$ cat config.mk
export PLATFORM = sky130hd
export DESIGN_NAME = if_fetch_ctrl
export DESIGN_NICKNAME = d
export VERILOG_FILES = /design/src/rtl/if_fetch_ctrl.sv
export SDC_FILE = /design/constraint.sdc
export NUM_CORES = 1
export LEC_CHECK = 0
export CAP_MARGIN = 40
export CORE_UTILIZATION = 30
export CTS_BUF_LIST = sky130_fd_sc_hd__clkbuf_8 sky130_fd_sc_hd__clkbuf_16
export CTS_CLUSTER_DIAMETER = 100
export DETAILED_ROUTE_END_ITERATION = 8
export HOLD_SLACK_MARGIN = 0.05
export RECOVER_POWER = 50
export SLEW_MARGIN = 20
export SYNTH_ARGS = -nofsm -noshare
export SYNTH_HDL_FRONTEND = slang
export SYNTH_SLANG_ARGS = --single-unit
export TNS_END_PERCENT = 20
$ cat constraint.sdc
create_clock -name clk -period 2.3 [get_ports clk]
set_clock_uncertainty 0.1 [all_clocks]
set_input_delay 0.46 -clock clk [delete_from_list [all_inputs] [get_ports clk]]
set_output_delay 0.46 -clock clk [all_outputs]
set_load 0.005 [all_outputs]
$ cat src/rtl/if_fetch_ctrl.sv
// Instruction-fetch sequencer: owns the PC, the imem request/ready handshake and the IF/ID register.
// Optional perf counters (wait_cycles, kill_count) are built when IF_FETCH_PERF_EN is defined.
module if_fetch_ctrl #(
  parameter int unsigned  W        = 32,
  parameter logic [W-1:0] RESET_PC = '0
) (
  input  logic         clk,
  input  logic         rst,
  input  logic         branch,
  input  logic [W-1:0] pc_branch,
  input  logic         stall_d,
  input  logic         flush_d,
  output logic         imem_req,
  output logic [W-1:0] imem_addr,
  input  logic         imem_ready,
  input  logic [W-1:0] imem_rdata,
  output logic [W-1:0] pc,
  output logic [W-1:0] Instruction_D,
  output logic [W-1:0] PcPlus4_D,
  output logic         valid_D
`ifdef IF_FETCH_PERF_EN
  ,
  output logic [W-1:0] wait_cycles,
  output logic [W-1:0] kill_count
`endif
);

  typedef enum logic [1:0] {StBoot, StFetch, StHold} state_e;

  localparam logic [W-1:0] Four = W'(4);

  state_e       state_q, state_d;
  logic [W-1:0] pc_q, pc_d;
  logic [W-1:0] tgt_q, tgt_d;
  logic         kill_q, kill_d;
  logic [W-1:0] hold_q, hold_d;
  logic [W-1:0] instr_q, instr_d;
  logic [W-1:0] pc4_q, pc4_d;
  logic         valid_q, valid_d;
  logic         req_q, req_d;
  logic         accept;
  logic         load;
  logic [W-1:0] load_word;
  logic [W-1:0] pc_plus4;

  assign accept   = req_q & imem_ready;
  assign pc_plus4 = pc_q + Four;

  always_comb begin
    state_d   = state_q;
    pc_d      = pc_q;
    tgt_d     = tgt_q;
    kill_d    = kill_q;
    hold_d    = hold_q;
    instr_d   = instr_q;
    pc4_d     = pc4_q;
    load      = 1'b0;
    load_word = imem_rdata;
    unique case (state_q)
      StBoot: begin
        state_d = StFetch;
        if (branch) pc_d = pc_branch;
      end
      StFetch: begin
        if (accept) begin
          if (branch) begin
            pc_d   = pc_branch;
            kill_d = 1'b0;
          end else if (kill_q) begin
            pc_d   = tgt_q;
            kill_d = 1'b0;
          end else if (!stall_d) begin
            load = 1'b1;
            pc_d = pc_plus4;
          end else begin
            hold_d  = imem_rdata;
            state_d = StHold;
          end
        end else if (branch) begin
          // Address must stay stable under the outstanding request; redirect after it returns.
          tgt_d  = pc_branch;
          kill_d = 1'b1;
        end
      end
      StHold: begin
        if (branch) begin
          pc_d    = pc_branch;
          state_d = StFetch;
        end else if (!stall_d) begin
          load      = 1'b1;
          load_word = hold_q;
          pc_d      = pc_plus4;
          state_d   = StFetch;
        end
      end
      default: state_d = StBoot;
    endcase

    if (load) begin
      instr_d = load_word;
      pc4_d   = pc_plus4;
    end
    // ID consumes its instruction whenever it is not stalled; bubble if nothing new arrives.
    if (load)          valid_d = ~flush_d;
    else if (!stall_d) valid_d = 1'b0;
    else               valid_d = valid_q;
    if (flush_d || branch) valid_d = 1'b0;

    req_d = (state_d == StFetch);
  end

  always_ff @(posedge clk) begin
    if (rst) begin
      state_q <= StBoot;
      pc_q    <= RESET_PC;
      tgt_q   <= '0;
      kill_q  <= 1'b0;
      hold_q  <= '0;
      instr_q <= '0;
      pc4_q   <= '0;
      valid_q <= 1'b0;
      req_q   <= 1'b0;
    end else begin
      state_q <= state_d;
      pc_q    <= pc_d;
      tgt_q   <= tgt_d;
      kill_q  <= kill_d;
      hold_q  <= hold_d;
      instr_q <= instr_d;
      pc4_q   <= pc4_d;
      valid_q <= valid_d;
      req_q   <= req_d;
    end
  end

  assign imem_req      = req_q;
  assign imem_addr     = pc_q;
  assign pc            = pc_q;
  assign Instruction_D = instr_q;
  assign PcPlus4_D     = pc4_q;
  assign valid_D       = valid_q;

`ifdef IF_FETCH_PERF_EN
  localparam logic [W-1:0] One = W'(1);

  logic [W-1:0] wait_q, wait_d;
  logic [W-1:0] kcnt_q, kcnt_d;
  logic         discard;

  assign discard = accept && (state_q == StFetch) && (branch || kill_q);

  always_comb begin
    wait_d = wait_q;
    kcnt_d = kcnt_q;
    if (req_q && !imem_ready && (wait_q != '1)) wait_d = wait_q + One;
    if (discard && (kcnt_q != '1))             kcnt_d = kcnt_q + One;
  end

  always_ff @(posedge clk) begin
    if (rst) begin
      wait_q <= '0;
      kcnt_q <= '0;
    end else begin
      wait_q <= wait_d;
      kcnt_q <= kcnt_d;
    end
  end

  assign wait_cycles = wait_q;
  assign kill_count  = kcnt_q;
`endif

endmodule
==> results of run 1 <==
-- sequential cells by signal (all words and copies together) (netlist names) --
name,count
Instruction_D,32
hold_q,32
kill_q,1
tgt_q,32
imem_addr,32
state_q,2
imem_req,1
valid_D,1
PcPlus4_D,32
-- worst max-delay path, delay by kind of cell (launching register included) --
family / cells / cell delay [ns]
buffers and inverters: 2 / 0.71
flip-flops: 1 / 0.52
-- per-layer routing --
metal  vias to the layer above  share of wire (%)  track usage [%]
met5                         -              0.048                0
met4                         2                2.7             8.07
met3                        41                4.7             3.26
met2                       228                 46             29.3
met1                      3891                 46             24.5
li1                       4118                  -                -
-- cell usage in the layout, fill, tap and decap left out, types with 7 or more instances in the layout --
cell | netlist | final
a31oi_1 | 9 | 9
a21oi_1 | 110 | 110
buf_12 | 0 | 17
a211oi_1 | 64 | 64
xor2_1 | 20 | 20
nand4_1 | 20 | 20
clkdlybuf4s50_1 | 0 | 198
dfxtp_1 | 165 | 161
nand2_1 | 178 | 178
nor3_1 | 15 | 15
a2111oi_2 | 8 | 8
and2_1 | 9 | 9
nand3_1 | 13 | 13
nor4_1 | 9 | 9
buf_4 | 38 | 84
xnor2_1 | 17 | 17
mux2i_1 | 38 | 38
or3_1 | 12 | 11
nand2b_1 | 7 | 7
nand3b_1 | 7 | 7
clkbuf_16 | 0 | 17
a221oi_1 | 11 | 11
inv_1 | 10 | 11
o21ai_0 | 17 | 17
nor2_1 | 113 | 112
-- kinds of logic (layout without fill, tap and decap cells) --
family / Yosys count / after routing / synth area share (%)
AND/OR/NAND/NOR: 410 / 410 / 22.3
AO/OA/AOI/OAI: 266 / 266 / 21.0
flip-flops: 165 / 165 / 39.0
buffers and inverters: 136 / 342 / 8.43
multiplexers: 40 / 40 / 4.75
XOR/XNOR: 37 / 37 / 3.82
adder cells (fa/ha/maj): 5 / 5 / 0.738
-- final cells by class --
class / instances / area, µm²
fill: 2819 / 15900
multi-input combinational: 758 / 4510
sequential: 165 / 3310
timing repair buffer: 300 / 2960
tap: 378 / 473
clock buffer: 17 / 425
clock inverter: 15 / 131
inverter: 10 / 37.5
-- worst max-delay path by stage --
stage | to | slack, ns | from
floorplan | imem_addr[22] | 0.17 | state_q[1]
global placement | imem_addr[28] | -0.14 | imem_ready
detailed placement | imem_addr[9] | -0.20 | imem_ready
CTS | imem_addr[9] | 0.007 | state_q[0]
global route | imem_addr[29] | -0.0006 | state_q[1]
finish | pc[27] | 0.08 | imem_addr[27]
-- repair_timing --
action	CTS	global route
resized for setup	0	10
hold endpoints to repair	0	0
endpoints found under the setup margin	0	28
buffers inserted	0	0
-- power by group through the flow --
stage	logic, mW	clock network (mW)	registers [mW]
2_1_floorplan	0.651	0	3.11
3_3_place_gp	1.25	0	3.15
3_5_place_dp	1.26	0	3.15
4_1_cts	1.27	2.83	3.09
5_1_grt	1.38	2.96	3.10
6_report	1.27	2.76	3.09
-- stage by stage --
step                setup TNS, ns  area (µm²)  setup WS, ns
floorplan                       0        8480         0.168
detailed placement          -8.62       11200        -0.196
CTS                             0       11800       0.00665
global placement            -4.10       11200        -0.137
global route            -0.000632       11800     -0.000632
finish                          0       11800        0.0843
==> flow_metrics.tcl, run 1 <==
set metrics [dict create \
    slowest_stage "dfxtp_1" \
    max_slew_margin_pct 50.5 \
    reg2regPathDepth 8 \
    path_max_fanout 6 \
    ys_warn_count 0 \
    startpoint_type "register" \
    p_per_area_mw_per_mm2 601 \
    worst_pin_slew_ns 0.743 \
    grt_pass1_wl_um 41500 \
    clk_pin_slew_ns 0.07 \
    whs_ns 0.289 \
    fin_total_pwr_mw 7.12 \
    ys_top_cells_by_area "dfxtp_1, nand2_1, a21oi_1" \
    route.detailed.drc 0 \
    drt_iter0_drc 471 \
    clock_latency_ns 0.44 \
    r2r-start "state_q[1]" \
    drt_first_pass_iters 4 \
    hp-class "primary input to register" \
    area_growth_pct 39.7 \
    netlist_top_cells_count "nand2_1, dfxtp_1, nor2_1, a21oi_1, a211oi_1" \
    comb_power_share_pct 17.8 \
    synthFlopType "dfxtp_1" \
    synth_top_area_cell "dfxtp_1" \
    cp.required_ns 1.74 \
    p_int_mw 5.05 \
    n_antenna_cell 0 \
    synthArstFlopShare_pct 0 \
    power_frac_seq_pct 43.4 \
    synth.distinct_cells 64 \
    portBuffers 199 \
    setup_viol 0 \
    h-tree-depth 4 \
    numCtsBuffers 17 \
    via_per_inst 5.04 \
    swShare_pct 29.0 \
    arrival_ns 1.66 \
    grt_usage_pct 18.5 \
    drive_above_1_share_pct 13.0 \
    avgRoutedWirePerCell_um 16.5 \
    die_area_mm2 0.0289 \
    pin_count 200 \
    fmax_mhz 451 \
    ys_seq_area_share_pct 39.0 \
    ant_nets 0 \
    grt_max_degree 74 \
    endpoint_kind "output pin" \
    cp_slowest_stage_delay_ns 0.52 \
    clkPwrFrac_pct 38.7 \
    gp_congestion 0.850 \
    synth_top_area_share_pct 39.0 \
    core_area_mm2 0.0278 \
    antenna_found_initial 1 \
    ir_drop_v 0.000433 \
    avgSynthCellArea_um2 8.00 \
    fin_crit_ns 2.22 \
    instances_no_fill 1643 \
    ctsHoldBuffers 0 \
    routed_wl_um 27000 \
    finalCritPeriodShare_pct 96.3 \
    slew_violations 0 \
    rrSetupSlack_ns 0.09 \
    fp.dieH_um 170 \
    cts_tree "yes" \
    synth_nets 1134 \
    p_sw_mw 2.07 \
    cts.path.max_buffers 2 \
    row_count 61 \
    crit_chain "buf_4 -> clkdlybuf4s50_1" \
    synth-seq-cells 165 \
    p_leak_nw 3.95 \
    vias 8280 \
    synth_cells 1059 \
    hold_start "rst" \
    hold_violations 0 \
    syn_area_mm2 0.00848 \
    min_path_cells 2 \
    r2r_end "imem_addr[16]" \
    grt_overflow 0 \
    status "completed" \
    dp_hpwl_um 19700 \
    drv_cap 0 \
    grt_pass1_vias 7548 \
    yosysMostFrequentCell "nand2_1" \
    start_util_pct 30.5 \
    clock-sinks 165 \
    hold_end "tgt_q[19]" \
    worstSetupPathType "register to output pin" \
    dp.cells 1611 \
    nets 1327 \
    clockRootBuffer "clkbuf_16" \
    fin_util_pct 42.6 \
    synth_edf_count 0 \
    fp.dieW_um 170 \
]
(Power assumes the default switching activity.)
==> run 2, diff against run 1 <==
--- a/config.mk
+++ b/config.mk
@@ -16,4 +16,3 @@
 export SYNTH_ARGS = -nofsm -noshare
 export SYNTH_HDL_FRONTEND = slang
 export SYNTH_SLANG_ARGS = --single-unit
-export TNS_END_PERCENT = 20
==> results of run 2 <==
Same layout as run 1: the final DEF is identical, and so are final timing and power.
==> run 3, diff against run 2 <==
--- a/config.mk
+++ b/config.mk
@@ -5,6 +5,7 @@
 export SDC_FILE = /design/constraint.sdc
 export NUM_CORES = 1
 export LEC_CHECK = 0
+export ABC_AREA = 1
 export CAP_MARGIN = 40
 export CORE_UTILIZATION = 30
 export CTS_BUF_LIST = sky130_fd_sc_hd__clkbuf_8 sky130_fd_sc_hd__clkbuf_16
==> constraint.sdc (replaced) <==
create_clock -name clk -period 2.8 [get_ports clk]
set_clock_uncertainty 0.1 [all_clocks]
set_input_delay 0.56 -clock clk [delete_from_list [all_inputs] [get_ports clk]]
set_output_delay 0.56 -clock clk [all_outputs]
set_load 0.005 [all_outputs]
==> flow_metrics.tcl, run 3 <==
set metrics [dict create \
    status "completed" \
    area_growth_pct 30.7 \
    via_per_inst 4.96 \
    h-tree-depth 4 \
    ys_seq_area_share_pct 38.1 \
    route.detailed.drc 0 \
    grt_overflow 0 \
    yosysMostFrequentCell "nand2_1" \
    antenna_found_initial 1 \
    synth-seq-cells 165 \
    ys_warn_count 0 \
    comb_power_share_pct 17.9 \
    synth_top_area_share_pct 38.1 \
    portBuffers 199 \
    top_usage_layer "met2" \
    clock_latency_ns 0.44 \
    drt_first_pass_iters 5 \
    clk_pin_slew_ns 0.08 \
    drive_above_1_share_pct 6.98 \
    synthFlopType "dfxtp_1" \
    fp.dieH_um 172 \
    tns_ns 0 \
    ant_nets 0 \
    setup_viol 0 \
    grt_usage_pct 20.2 \
    gp_congestion 0.918 \
    synth_nets 1349 \
    synthArstFlopShare_pct 0 \
    cts_tree "yes" \
    fp.dieW_um 172 \
    cts.repair.resized 0 \
    clkPwrFrac_pct 39.0 \
    slew_violations 0 \
    core_area_mm2 0.0281 \
    hp-class "register to register" \
    grt_pass1_vias 8280 \
    p_int_mw 4.12 \
    nets 1480 \
    synth.distinct_cells 41 \
    endpoint_kind "output pin" \
    worst_slack_ns 0.278 \
    post_cts_buffers 0 \
    drt_iter0_drc 776 \
    grt_pass1_wl_um 45600 \
    grt.met1_usage_pct 25.8 \
    mostFrequentLayoutCell "nand2_1" \
    finalCritPeriodShare_pct 90.1 \
    hold_violations 0 \
    syn_area_mm2 0.00868 \
    min_path_cells 2 \
    rsz0062_at_grt "no" \
    swShare_pct 31.6 \
    worstSetupPathType "register to output pin" \
    cts.path.max_buffers 2 \
    vias 8916 \
    clock-sinks 165 \
    fin_crit_ns 2.52 \
    ys_top_cells_by_area "dfxtp_1, nand2_1, a21oi_1" \
    p_per_area_mw_per_mm2 532 \
    instances_no_fill 1796 \
    p_leak_nw 4.57 \
    routed_wl_um 29700 \
    die_area_mm2 0.0296 \
    grtUsageMet2_pct 33.2 \
    drv_cap 0 \
    pin_count 200 \
    dp_hpwl_um 20800 \
    final_cell_mix "nand2_1, a21oi_1, dfxtp_1" \
    avgSynthCellArea_um2 6.81 \
    synth_cells 1274 \
    power_frac_seq_pct 43.1 \
    row_count 61 \
    ctsHoldBuffers 0 \
    reg2regPathDepth 11 \
    grt_max_degree 93 \
    max_slew_margin_pct 53.4 \
    cp.required_ns 2.14 \
    start_util_pct 30.9 \
    clockRootBuffer "clkbuf_16" \
    synth_edf_count 0 \
    path_max_fanout 7 \
    pre_cts_slack_ns 0.239 \
    dp.cells 1763 \
    synth_top_area_cell "dfxtp_1" \
    fmax_mhz 397 \
    use_met3_pct 4.83 \
    netlist_top_cells_count "nand2_1, a21oi_1, dfxtp_1, o21ai_0, nor2_1" \
    ir_drop_v 0.000290 \
    worst_pin_slew_ns 0.699 \
    startpoint_type "register" \
    arrival_ns 1.86 \
    avgRoutedWirePerCell_um 16.5 \
    p_sw_mw 1.91 \
    numCtsBuffers 17 \
    n_antenna_cell 0 \
]
[run 3: layout make-up]
cell class / count / area [µm²]
clock inverter: 15 / 161
timing repair buffer: 230 / 2270
fill: 2943 / 16700
tap: 378 / 473
multi-input combinational: 906 / 4390
inverter: 85 / 322
sequential: 165 / 3300
clock buffer: 17 / 425
[run 3: per-stage QoR]
step                power (mW)  utilization, %  area (µm²)  hold WS (ns)
detailed placement        3.76            38.3       10800         0.342
floorplan                 3.23               -        8680         0.324
global route              6.32            40.4       11300         0.364
global placement          3.75            38.3       10800         0.336
finish                    6.03            40.4       11300         0.349
CTS                       6.12            40.4       11300         0.354
[run 3: final timing paths]
path                            slack [ns]          from       endpoint
worst min-delay path                  0.35    hold_q[18]     hold_q[18]
worst max-delay path                  0.28  imem_addr[2]   imem_addr[2]
worst min register to register        0.35    hold_q[18]     hold_q[18]
worst max register to register        0.44    state_q[1]  PcPlus4_D[13]
[run 3: power by group through the flow]
stage / logic (mW) / registers [mW] / clock network [mW]
floorplan: 0.627 / 2.60 / 0
global placement: 1.09 / 2.66 / 0
detailed placement: 1.10 / 2.66 / 0
CTS: 1.11 / 2.60 / 2.41
global route: 1.20 / 2.62 / 2.51
finish: 1.08 / 2.60 / 2.35
[run 3: worst max-delay path: stages, from the launching register on]
cell	delay (ns)
dfxtp_1	0.33
clkbuf_1	0.45
dlygate4sd3_1	0.65
[run 3: logic make-up (layout without fill, tap and decap cells)]
group	after synthesis	in the layout	synth area share (%)
fa+ha+maj	5	5	0.721
flops	165	165	38.1
compound gates	391	391	24.5
xor+xnor	18	18	1.82
buf+inv	203	347	11.3
mux	6	6	0.692
simple gates	486	486	22.9
[run 3: metal layers]
layer / wire, µm / up-vias
li1: - / 4433
met1: 13100 / 4149
met2: 13700 / 291
met3: 2160 / 41
met4: 661 / 2
met5: 8 / -
